## src/rtl/tdc_pkg.sv

```systemverilog
// rtl/tdc_pkg.sv - shared state encoding and default widths for the TDC acquisition controller
package tdc_pkg;

  localparam int TDC_DATA_W         = 16;
  localparam int TDC_SHOT_W         = 8;
  localparam int TDC_TMO_W          = 16;
  localparam int TDC_RECOVER_CYCLES = 4;

  typedef enum logic [2:0] {
    ST_IDLE       = 3'd0,
    ST_WAIT_START = 3'd1,
    ST_WAIT_STOP  = 3'd2,
    ST_WAIT_DATA  = 3'd3,
    ST_RECOVER    = 3'd4,
    ST_DONE       = 3'd5
  } tdc_state_e;

endpackage

```

## src/rtl/tdc_burst_stats.sv

```systemverilog
// rtl/tdc_burst_stats.sv - sum/min/max/good-count accumulator for one burst
module tdc_burst_stats
  import tdc_pkg::*;
#(
  parameter int DATA_W = TDC_DATA_W,
  parameter int SHOT_W = TDC_SHOT_W
) (
  input  logic                     clk_i,
  input  logic                     rst_i,
  input  logic                     clear_i,
  input  logic                     update_i,
  input  logic [DATA_W-1:0]        data_i,
  output logic [DATA_W+SHOT_W-1:0] sum_o,
  output logic [DATA_W-1:0]        min_o,
  output logic [DATA_W-1:0]        max_o,
  output logic [SHOT_W-1:0]        good_o
);

  logic [DATA_W+SHOT_W-1:0] sum_q;
  logic [DATA_W-1:0]        min_q;
  logic [DATA_W-1:0]        max_q;
  logic [SHOT_W-1:0]        good_q;

  // Clear starts an empty burst (min all ones so the first value always wins); update folds in one good shot.
  always_ff @(posedge clk_i) begin
    if (rst_i || clear_i) begin
      sum_q  <= '0;
      min_q  <= '1;
      max_q  <= '0;
      good_q <= '0;
    end else if (update_i) begin
      sum_q <= sum_q + (DATA_W+SHOT_W)'(data_i);
      if (data_i < min_q) min_q <= data_i;
      if (data_i > max_q) max_q <= data_i;
      if (good_q != '1) good_q <= good_q + SHOT_W'(1);
    end
  end

  assign sum_o  = sum_q;
  assign min_o  = min_q;
  assign max_o  = max_q;
  assign good_o = good_q;

endmodule

```

## src/rtl/tdc_acq_controller.sv

```systemverilog
// rtl/tdc_acq_controller.sv - burst sequencer: gates start/stop edges to the TDC, collects results, recovers on timeout
module tdc_acq_controller
  import tdc_pkg::*;
#(
  parameter int DATA_W         = TDC_DATA_W,
  parameter int SHOT_W         = TDC_SHOT_W,
  parameter int TMO_W          = TDC_TMO_W,
  parameter int RECOVER_CYCLES = TDC_RECOVER_CYCLES
) (
  input  logic                     CLK_IN,
  input  logic                     RESET_IN,
  input  logic                     ARM_IN,
  input  logic                     ABORT_IN,
  input  logic [SHOT_W-1:0]        NUM_SHOTS_IN,
  input  logic [TMO_W-1:0]         TIMEOUT_IN,
  input  logic                     START_RAW_IN,
  input  logic                     STOP_RAW_IN,
  output logic                     START_OUT,
  output logic                     STOP_OUT,
  output logic                     TDC_RESET_OUT,
  input  logic                     DATA_VALID_IN,
  input  logic [DATA_W-1:0]        TDC_DATA_IN,
  output logic                     BUSY_OUT,
  output logic                     RESULT_VALID_OUT,
  input  logic                     RESULT_ACK_IN,
  output logic [DATA_W+SHOT_W-1:0] RESULT_SUM_OUT,
  output logic [DATA_W-1:0]        RESULT_MIN_OUT,
  output logic [DATA_W-1:0]        RESULT_MAX_OUT,
  output logic [SHOT_W-1:0]        RESULT_GOOD_OUT,
  output logic [SHOT_W-1:0]        RESULT_TMO_OUT
);

  tdc_state_e        state_q, state_d;
  logic [SHOT_W-1:0] n_q, n_d;
  logic [TMO_W-1:0]  t_q, t_d;
  logic [TMO_W-1:0]  phase_q, phase_d;
  logic [SHOT_W-1:0] attempt_q, attempt_d;
  logic [SHOT_W-1:0] tmo_q, tmo_d;
  logic              abort_q, abort_d;
  logic              start_prev_q, stop_prev_q;
  logic              start_out_q, start_out_d;
  logic              stop_out_q, stop_out_d;
  logic              stats_clear, stats_update;

  logic              start_rise, stop_rise;
  logic [TMO_W-1:0]  t_eff;
  logic [TMO_W:0]    phase_inc;
  logic              phase_expired;
  logic              recover_last;
  logic [SHOT_W-1:0] attempt_inc;
  logic [SHOT_W-1:0] tmo_inc;

  assign start_rise    = START_RAW_IN & ~start_prev_q;
  assign stop_rise     = STOP_RAW_IN & ~stop_prev_q;
  // A zero timeout would never fire, so it behaves as a one-cycle timeout.
  assign t_eff         = (t_q == '0) ? TMO_W'(1) : t_q;
  assign phase_inc     = {1'b0, phase_q} + (TMO_W+1)'(1);
  assign phase_expired = (phase_inc >= {1'b0, t_eff});
  assign recover_last  = (phase_q == TMO_W'(RECOVER_CYCLES - 1));
  assign attempt_inc   = (attempt_q == '1) ? attempt_q : attempt_q + SHOT_W'(1);
  assign tmo_inc       = (tmo_q == '1) ? tmo_q : tmo_q + SHOT_W'(1);

  // State, latched burst config, counters, edge history and the one-cycle TDC strobes.
  always_ff @(posedge CLK_IN) begin
    if (RESET_IN) begin
      state_q      <= ST_IDLE;
      n_q          <= '0;
      t_q          <= '0;
      phase_q      <= '0;
      attempt_q    <= '0;
      tmo_q        <= '0;
      abort_q      <= 1'b0;
      start_prev_q <= 1'b0;
      stop_prev_q  <= 1'b0;
      start_out_q  <= 1'b0;
      stop_out_q   <= 1'b0;
    end else begin
      state_q      <= state_d;
      n_q          <= n_d;
      t_q          <= t_d;
      phase_q      <= phase_d;
      attempt_q    <= attempt_d;
      tmo_q        <= tmo_d;
      abort_q      <= abort_d;
      start_prev_q <= START_RAW_IN;
      stop_prev_q  <= STOP_RAW_IN;
      start_out_q  <= start_out_d;
      stop_out_q   <= stop_out_d;
    end
  end

  // Next state: abort beats edge/data events, which beat the phase timeout.
  always_comb begin
    state_d      = state_q;
    n_d          = n_q;
    t_d          = t_q;
    attempt_d    = attempt_q;
    tmo_d        = tmo_q;
    abort_d      = abort_q;
    start_out_d  = 1'b0;
    stop_out_d   = 1'b0;
    stats_clear  = 1'b0;
    stats_update = 1'b0;

    case (state_q)
      ST_IDLE: begin
        if (ARM_IN && (NUM_SHOTS_IN != '0)) begin
          n_d         = NUM_SHOTS_IN;
          t_d         = TIMEOUT_IN;
          attempt_d   = '0;
          tmo_d       = '0;
          abort_d     = 1'b0;
          stats_clear = 1'b1;
          state_d     = ST_WAIT_START;
        end
      end
      ST_WAIT_START: begin
        if (ABORT_IN) begin
          abort_d = 1'b1;
          state_d = ST_RECOVER;
        end else if (start_rise) begin
          start_out_d = 1'b1;
          state_d     = ST_WAIT_STOP;
        end
      end
      ST_WAIT_STOP: begin
        if (ABORT_IN) begin
          abort_d = 1'b1;
          state_d = ST_RECOVER;
        end else if (stop_rise) begin
          stop_out_d = 1'b1;
          state_d    = ST_WAIT_DATA;
        end else if (phase_expired) begin
          tmo_d     = tmo_inc;
          attempt_d = attempt_inc;
          state_d   = ST_RECOVER;
        end
      end
      ST_WAIT_DATA: begin
        if (ABORT_IN) begin
          abort_d = 1'b1;
          state_d = ST_RECOVER;
        end else if (DATA_VALID_IN) begin
          stats_update = 1'b1;
          attempt_d    = attempt_inc;
          state_d      = (attempt_inc == n_q) ? ST_DONE : ST_WAIT_START;
        end else if (phase_expired) begin
          tmo_d     = tmo_inc;
          attempt_d = attempt_inc;
          state_d   = ST_RECOVER;
        end
      end
      ST_RECOVER: begin
        if (recover_last) begin
          if (abort_q)                state_d = ST_IDLE;
          else if (attempt_q == n_q)  state_d = ST_DONE;
          else                        state_d = ST_WAIT_START;
        end
      end
      ST_DONE: begin
        if (RESULT_ACK_IN) state_d = ST_IDLE;
      end
      default: state_d = ST_IDLE;
    endcase

    // Phase counter restarts on every state change; it only matters in the timed states.
    if ((state_d != state_q) || (state_q == ST_IDLE) || (state_q == ST_WAIT_START) || (state_q == ST_DONE))
      phase_d = '0;
    else
      phase_d = phase_q + TMO_W'(1);
  end

  tdc_burst_stats #(
    .DATA_W (DATA_W),
    .SHOT_W (SHOT_W)
  ) u_stats (
    .clk_i    (CLK_IN),
    .rst_i    (RESET_IN),
    .clear_i  (stats_clear),
    .update_i (stats_update),
    .data_i   (TDC_DATA_IN),
    .sum_o    (RESULT_SUM_OUT),
    .min_o    (RESULT_MIN_OUT),
    .max_o    (RESULT_MAX_OUT),
    .good_o   (RESULT_GOOD_OUT)
  );

  assign START_OUT        = start_out_q;
  assign STOP_OUT         = stop_out_q;
  assign TDC_RESET_OUT    = (state_q == ST_RECOVER);
  assign BUSY_OUT         = (state_q != ST_IDLE);
  assign RESULT_VALID_OUT = (state_q == ST_DONE);
  assign RESULT_TMO_OUT   = tmo_q;

endmodule

```

## config.mk

```make
export PLATFORM = sky130hd
export DESIGN_NAME = tdc_acq_controller
export DESIGN_NICKNAME = d
export VERILOG_FILES = /design/src/rtl/tdc_pkg.sv /design/src/rtl/tdc_burst_stats.sv /design/src/rtl/tdc_acq_controller.sv
export SDC_FILE = /design/constraint.sdc
export NUM_CORES = 1
export LEC_CHECK = 0
export ABC_AREA = 1
export BUFFER_PORTS_ARGS = -buffer_cell sky130_fd_sc_hd__buf_4
export CORE_MARGIN = 2
export CORE_UTILIZATION = 30
export DETAILED_ROUTE_END_ITERATION = 10
export PLACE_DENSITY_LB_ADDON = 0.25
export RECOVER_POWER = 50
export SYNTH_ARGS = -nofsm -noshare
export SYNTH_HDL_FRONTEND = slang
export SYNTH_SLANG_ARGS = --single-unit
```

## constraint.sdc

```tcl
create_clock -name CLK_IN -period 3.7 [get_ports CLK_IN]
set_input_delay 1.11 -clock CLK_IN [delete_from_list [all_inputs] [get_ports CLK_IN]]
set_output_delay 1.11 -clock CLK_IN [all_outputs]
set_load 0.05 [all_outputs]
```

==> impl_metrics.env, run 1 <==
export IMPL_die_x_um=165
export IMPL_crit_chain="nand3_1, nor3_2, inv_1, nor2_1, nand4_1, nor2_1, xor2_1, inv_1, ha_1, inv_1, nor2_1, nand4_1, nand3_1, nor2_4, nand2_2, nand2_1, a21oi_1, nand2_2, o21ai_0, nor3b_1"
export IMPL_final_fill_count=2698
export IMPL_holdPathStages=2
export IMPL_grt_pass1_vias=6902
export IMPL_ios=125
export IMPL_drc=0
export IMPL_cap_violations=0
export IMPL_nets=1319
export IMPL_core_mm2=0.0253
export IMPL_period_needed_ps=3340
export IMPL_antenna_found_initial=0
export IMPL_grt_pass1_wl_um=34800
export IMPL_synth_top_cell_area_share_pct=33.0
export IMPL_synthArstFlopShare_pct=0
export IMPL_post_cts_setup_buffer_count=0
export IMPL_synth_edf_count=0
export IMPL_dr_pass1_iters=5
export IMPL_gp_congestion=0.838
export IMPL_slew_headroom_pct=16.4
export IMPL_drt_initial_drc_count=442
export IMPL_ys_ff_latch=128
export IMPL_clock_fmax_ghz=0.300
export IMPL_hold_path_class="flip-flop to flip-flop"
export IMPL_finalSetupTns_ps=0
export IMPL_finClkSkew_ps=15.2
export IMPL_ys_types=51
export IMPL_rsz0062_at_grt="no"
export IMPL_clk_pin_slew_ps=70
export IMPL_syn_cell_area_mm2=0.00776
export IMPL_vias=7281
export IMPL_ys_flop_type="dfxtp_1"
export IMPL_antenna_cells=0
export IMPL_worstHoldStart="u_stats.sum_o[23]"
export IMPL_gr_usage_all_layers_pct=16.1
export IMPL_worst_pin_slew_ps=1250
export IMPL_start_kind="flip-flop"
export IMPL_timing_final_crit_share_pct=90.1
export IMPL_yosysMostFrequentCell="nand2_1"
export IMPL_port_buffers=124
export IMPL_r2r_end="RESULT_TMO_OUT[7]"
export IMPL_crit_slowest_cell="dfxtp_1"
export IMPL_worst_path_max_fanout=15
export IMPL_cts_htree_levels=4
export IMPL_power_leakage_nw=4.05
export IMPL_end_kind="flip-flop"
export IMPL_drt_total_wl_um=21400
export IMPL_placed_cell_area_mm2=0.00903
export IMPL_seqCellArea_mm2=0.00256
export IMPL_via_per_inst=4.71
export IMPL_final_area_mm2=0.00934
export IMPL_final_max_slew_viol_count=0
export IMPL_cts_made_buffers=17
export IMPL_grt_remaining_overflow=0
export IMPL_power_density_mw_per_mm2=389
export IMPL_synthTopCellsByCount="191 x nand2_1, 153 x inv_1, 128 x dfxtp_1"
export IMPL_cts_tree="built"
export IMPL_crit_type="flip-flop to flip-flop"
export IMPL_antenna_left=0
export IMPL_setup_viol=0
export IMPL_clk_latency_ps=430
export IMPL_holdBufCountCts=0
export IMPL_hold_end="u_stats.sum_o[23]"
export IMPL_hpwl_um=16400
export IMPL_rows=58
export IMPL_reg2reg_slack_ps=360
export IMPL_vdd_ir_drop_max_uv=268
export IMPL_die_area_mm2=0.0272
export IMPL_timing_rr_start="phase_q[0]"
export IMPL_clock_sinks=128
export IMPL_synthCells=1084
export IMPL_worstPathArrival_ps=3670
export IMPL_area_growth_pct=20.3
export IMPL_synth_largest_area_cell="dfxtp_1"
export IMPL_reg2reg_depth=20
export IMPL_cts_buffer_depth=2
export IMPL_worst_endpoint_required_ps=4040
export IMPL_synth_area_leaders="dfxtp_1 33%, ha_1 11%, nand2_1 9.2%"
export IMPL_wl_per_cell_um=13.8
export IMPL_grt_max_degree=47
export IMPL_ys_warn_count=0
export IMPL_multi_input_area_mm2=0.00446
export IMPL_final_hold_violation_count=0
export IMPL_die_y_um=165
export IMPL_final_util_pct=36.9
export IMPL_seq_area_frac_synth_pct=33.0
export IMPL_cts_root_buf="clkbuf_16"
export IMPL_synth_area_per_cell_um2=7.16
export IMPL_status="finished, final reports clean"
export IMPL_start_util_pct=30.7
export IMPL_drive_gt1_share_pct=11.7
export IMPL_cpPeakStageDelay_ps=400
export IMPL_synth_nets=1200
==> worst max-delay path, delay by kind of cell (launching register included) <==
kind	cells	cell delay [ps]
AO/OA/AOI/OAI	2	350
XOR/XNOR	1	250
adder cells (fa/ha/maj)	1	280
buffers and inverters	3	200
AND/OR/NAND/NOR	13	1740
flip-flops	1	400
==> cells in the final DEF, fill, tap and decap left out, types with 8 or more instances in the layout <==
cell | Yosys | routed
nor2_1 | 82 | 82
dfxtp_1 | 128 | 128
nand2_1 | 191 | 190
buf_4 | 0 | 51
nand2_2 | 7 | 8
nor3_1 | 24 | 23
a21oi_1 | 122 | 122
nand4_1 | 15 | 15
clkbuf_1 | 23 | 77
nand3_1 | 42 | 42
nor3_2 | 11 | 12
o211ai_1 | 19 | 19
ha_1 | 67 | 67
inv_1 | 153 | 153
clkbuf_16 | 0 | 17
o21ai_0 | 85 | 85
xor2_1 | 24 | 24
==> worst max path at each step <==
stage                        start  cells past startpoint                end
floorplan           TDC_DATA_IN[0]                     15  u_stats.sum_o[16]
finish                  phase_q[0]                     20  RESULT_TMO_OUT[7]
CTS                     phase_q[0]                     20  RESULT_TMO_OUT[7]
global placement    TDC_DATA_IN[2]                     13  u_stats.sum_o[23]
global route            phase_q[0]                     19  RESULT_TMO_OUT[7]
detailed placement  TDC_DATA_IN[2]                     13  u_stats.sum_o[23]
==> report_power, final <==
part	internal [mW]	total [mW]	leakage, nW	switching, mW
clock	0.912	1.70	0.292	0.786
sequential	1.42	1.44	1.04	0.0253
combinational	0.162	0.495	2.72	0.333
==> per-layer routing <==
layer  global-route usage [%]  routed length (um)
met1                     20.9               10200
met2                     27.1                9900
met3                     3.69                1060
met4                     4.07                 213
met5                        0                   0
==> registers in the layout, indices dropped and copies added, names as in the netlist <==
register and cells:
attempt_q 8, start_prev_q 1, abort_q 1, u_stats.min_o 16, state_q 3, RESULT_TMO_OUT 8, u_stats.sum_o 24, u_stats.good_o 8
STOP_OUT 1, u_stats.max_o 16, t_q 16, stop_prev_q 1, START_OUT 1, phase_q 16, n_q 8
==> cells by family (layout without fill, tap and decap cells) <==
group	Yosys count	in the layout	share of synthesized area, %
AOI/OAI and AO/OA	257	257	18.2
xor gates and xnor gates	31	31	3.50
adders and majority gates	68	68	11.1
buffers and inverters	193	325	9.69
DFF	128	128	33.0
and+or+nand+nor	407	407	24.6
==> per-stage QoR <==
step / power (mW) / hold WS (ps) / setup slack (ps) / instances
after CTS: 3.70 / 480 / 295 / 1546
final: 3.64 / 472 / 365 / 1546
after global routing: 3.81 / 502 / 7.41 / 1546
after floorplan: 1.82 / 444 / 723 / 1084
after global placement: 1.98 / 464 / 332 / 1514
after detailed placement: 1.98 / 465 / 317 / 1514
==> timing repair <==
action,4_1_cts,5_1_grt
setup endpoints to repair,0,29
resized for setup,0,3
hold endpoints to repair,0,0
==> area by class of cell <==
| cell class | count | area share [%] |
|---|---|---|
| clock buffer | 17 | 4.55 |
| clock inverter | 15 | 1.75 |
| inverter | 163 | 6.62 |
| multi-input combinational | 763 | 47.8 |
| sequential | 128 | 27.4 |
| tap | 330 | 4.42 |
| timing repair buffer | 130 | 7.46 |
No activity file was read; power rests on OpenSTA's default activity.
==> inputs of run 2 (changes only) <==
--- a/config.mk
+++ b/config.mk
@@ -7,6 +7,8 @@
 export LEC_CHECK = 0
 export ABC_AREA = 1
 export BUFFER_PORTS_ARGS = -buffer_cell sky130_fd_sc_hd__buf_4
+export CELL_PAD_IN_SITES_DETAIL_PLACEMENT = 0
+export CELL_PAD_IN_SITES_GLOBAL_PLACEMENT = 1
 export CORE_MARGIN = 2
 export CORE_UTILIZATION = 30
 export DETAILED_ROUTE_END_ITERATION = 10
==> constraint.sdc (replaced) <==
create_clock -name CLK_IN -period 3.6 [get_ports CLK_IN]
set_input_delay 1.08 -clock CLK_IN [delete_from_list [all_inputs] [get_ports CLK_IN]]
set_output_delay 1.08 -clock CLK_IN [all_outputs]
set_load 0.05 [all_outputs]
==> run 2 against run 1 <==
The flow now finishes with violations (capacitance limit, slew limit). Final cell count rose by 0.39%. Clock skew fell by 0.67 ps. Global-route usage rose by 0.72 points. Clock power rose by 12%. Non-clock buffer count rose by 5. Power rose by 7.4%. Via count rose by 1.2%. Die area did not move. Critical endpoint is now phase_q[11]. Largest cell class unchanged.
==> impl_metrics.env, run 2 (synthesized netlist as in run 1, its figures left out) <==
export IMPL_reg2reg_slack_ps=400
export IMPL_worst_pin_slew_ps=1660
export IMPL_crit_family="simple AND/OR/NAND/NOR gates"
export IMPL_clock_sinks=128
export IMPL_place_ws_ps=203
export IMPL_final_common_cell="nand2_1"
export IMPL_worst_path_max_fanout=16
export IMPL_crit_type="flip-flop to flip-flop"
export IMPL_hold_end="u_stats.max_o[13]"
export IMPL_crit_chain="ha_2, nand3_2, nor2_4, nand3_1, xor2_2, inv_1, ha_1, nand2_1, nor2_1, nor3_1, nor2_1, nor2_4, nand2_2, clkinv_2, nand2_1, a21oi_4, nand2_1, nand2_2, nand2_4, nor3_2"
export IMPL_wl_per_cell_um=14.5
export IMPL_cpPeakStageDelay_ps=400
export IMPL_gp_congestion=0.809
export IMPL_core_mm2=0.0253
export IMPL_layout_setup_ws_ps=396
export IMPL_violations="capacitance limit, slew limit"
export IMPL_cts_tree="built"
export IMPL_antenna_found_initial=0
export IMPL_cts_buffer_depth=2
export IMPL_power_density_mw_per_mm2=414
export IMPL_die_y_um=165
export IMPL_nets=1325
export IMPL_reg2reg_depth=20
export IMPL_dr_pass1_iters=5
export IMPL_vdd_ir_drop_max_uv=264
export IMPL_area_growth_pct=21.6
export IMPL_path_buf_inv=2
export IMPL_status="finished, violations left"
export IMPL_start_util_pct=30.7
export IMPL_antenna_cells=0
export IMPL_worstHoldStart="u_stats.max_o[13]"
export IMPL_final_fill_count=2806
export IMPL_cap_violations=1
export IMPL_power_leakage_nw=4.08
export IMPL_antenna_left=0
export IMPL_drt_initial_drc_count=548
export IMPL_drt_total_wl_um=22500
export IMPL_die_x_um=165
export IMPL_final_max_slew_viol_count=47
export IMPL_final_cell_mix="191 x nand2_1, 153 x inv_1, 128 x dfxtp_1"
export IMPL_die_area_mm2=0.0272
export IMPL_fin_hold_ws_ps=474
export IMPL_grt_remaining_overflow=0
export IMPL_gr_usage_all_layers_pct=16.9
export IMPL_timing_rr_start="phase_q[0]"
export IMPL_port_buffers=124
export IMPL_grt_max_degree=47
export IMPL_end_kind="flip-flop"
export IMPL_seqCellArea_mm2=0.00256
export IMPL_period_needed_ps=3200
export IMPL_hpwl_um=17000
export IMPL_grt_pass1_vias=7047
export IMPL_ios=125
export IMPL_clk_pin_slew_ps=70
export IMPL_crit_slowest_cell="dfxtp_1"
export IMPL_slew_headroom_pct=-10.9
export IMPL_start_kind="flip-flop"
export IMPL_cts_root_buf="clkbuf_16"
export IMPL_rows=58
export IMPL_timing_final_crit_share_pct=89.0
export IMPL_r2r_end="phase_q[11]"
export IMPL_final_hold_violation_count=0
export IMPL_via_per_inst=4.75
export IMPL_worst_endpoint_required_ps=3940
export IMPL_drc=0
export IMPL_multi_input_area_mm2=0.00448
export IMPL_hold_path_class="flip-flop to flip-flop"
export IMPL_grt_pass1_wl_um=35900
export IMPL_clock_fmax_ghz=0.312
export IMPL_cts_made_buffers=17
export IMPL_holdPathStages=2
export IMPL_cts_htree_levels=4
export IMPL_drive_gt1_share_pct=12.3
export IMPL_clk_latency_ps=430
export IMPL_cp_common_cell="nand2_1"
export IMPL_setup_viol=0
export IMPL_largest_register_ffs=24
export IMPL_finClkSkew_ps=14.5
export IMPL_vias=7367
export IMPL_worstPathArrival_ps=3540
run 2: cell count changes in the layout (fill, tap and decap cells not counted), moves of 2 or more:
cell / previous run / this run
inv_8: 7 / 0
clkinvlp_4: 0 / 4
bufinv_16: 0 / 4
buf_4: 51 / 56
clkinv_8: 2 / 0
run 2: final cells by class:
cell class / count / area share (%)
multi-input combinational: 764 / 47.5
tap: 330 / 4.37
clock inverter: 15 / 2.20
inverter: 163 / 6.55
timing repair buffer: 135 / 7.76
sequential: 128 / 27.1
clock buffer: 17 / 4.51
run 2: worst register-to-register path: cells and delay by family (launching register included):
family                     cells  cell delay [ps]
and+or+nand+nor               14             1590
AOI/OAI and AO/OA              1              170
xor gates and xnor gates       1              260
DFF                            1              400
adders and majority gates      2              560
buffers and inverters          2              140
run 2: stage by stage:
stage	power (mW)	TNS, ps	cells	util [%]	cell area [um^2]
2_1_floorplan	1.87	0	1084	-	7760
3_3_place_gp	2.04	0	1517	35.7	9050
3_5_place_dp	2.04	0	1517	35.7	9050
4_1_cts	3.95	0	1549	38.2	9690
5_1_grt	4.08	-3.18	1552	37.3	9440
6_report	3.91	0	1552	37.3	9440
run 2: worst max-delay path by stage:
stage | to | slack, ps | from | cells past startpoint
floorplan | phase_q[12] | 640 | phase_q[2] | 20
global route | RESULT_TMO_OUT[7] | -3 | phase_q[0] | 20
global placement | RESULT_TMO_OUT[0] | 250 | phase_q[2] | 20
finish | phase_q[11] | 400 | phase_q[0] | 20
detailed placement | RESULT_TMO_OUT[7] | 200 | phase_q[2] | 20
CTS | RESULT_TMO_OUT[7] | 190 | phase_q[2] | 20
run 2: repair_timing:
| action | in CTS | in global routing |
|---|---|---|
| resized for setup | 0 | 7 |
| endpoints found under the setup margin | 0 | 31 |
| buffers inserted | 0 | 2 |
| hold buffers | 0 | 0 |
run 2: where the power goes:
| part | internal, mW | switching, mW |
|---|---|---|
| Sequential | 1.46 | 0.0254 |
| Clock | 1.17 | 0.733 |
| Combinational | 0.170 | 0.352 |
| Total | 2.80 | 1.11 |
run 2: layer usage:
metal	wire (um)	part of all wire (%)	GRT usage [%]	vias to the layer above
li1	-	-	-	3851
met1	10500	47	21.6	3332
met2	10600	47	28.6	159
met3	1040	4.6	3.06	25
met4	317	1.4	5.38	0
met5	0	0	0	-
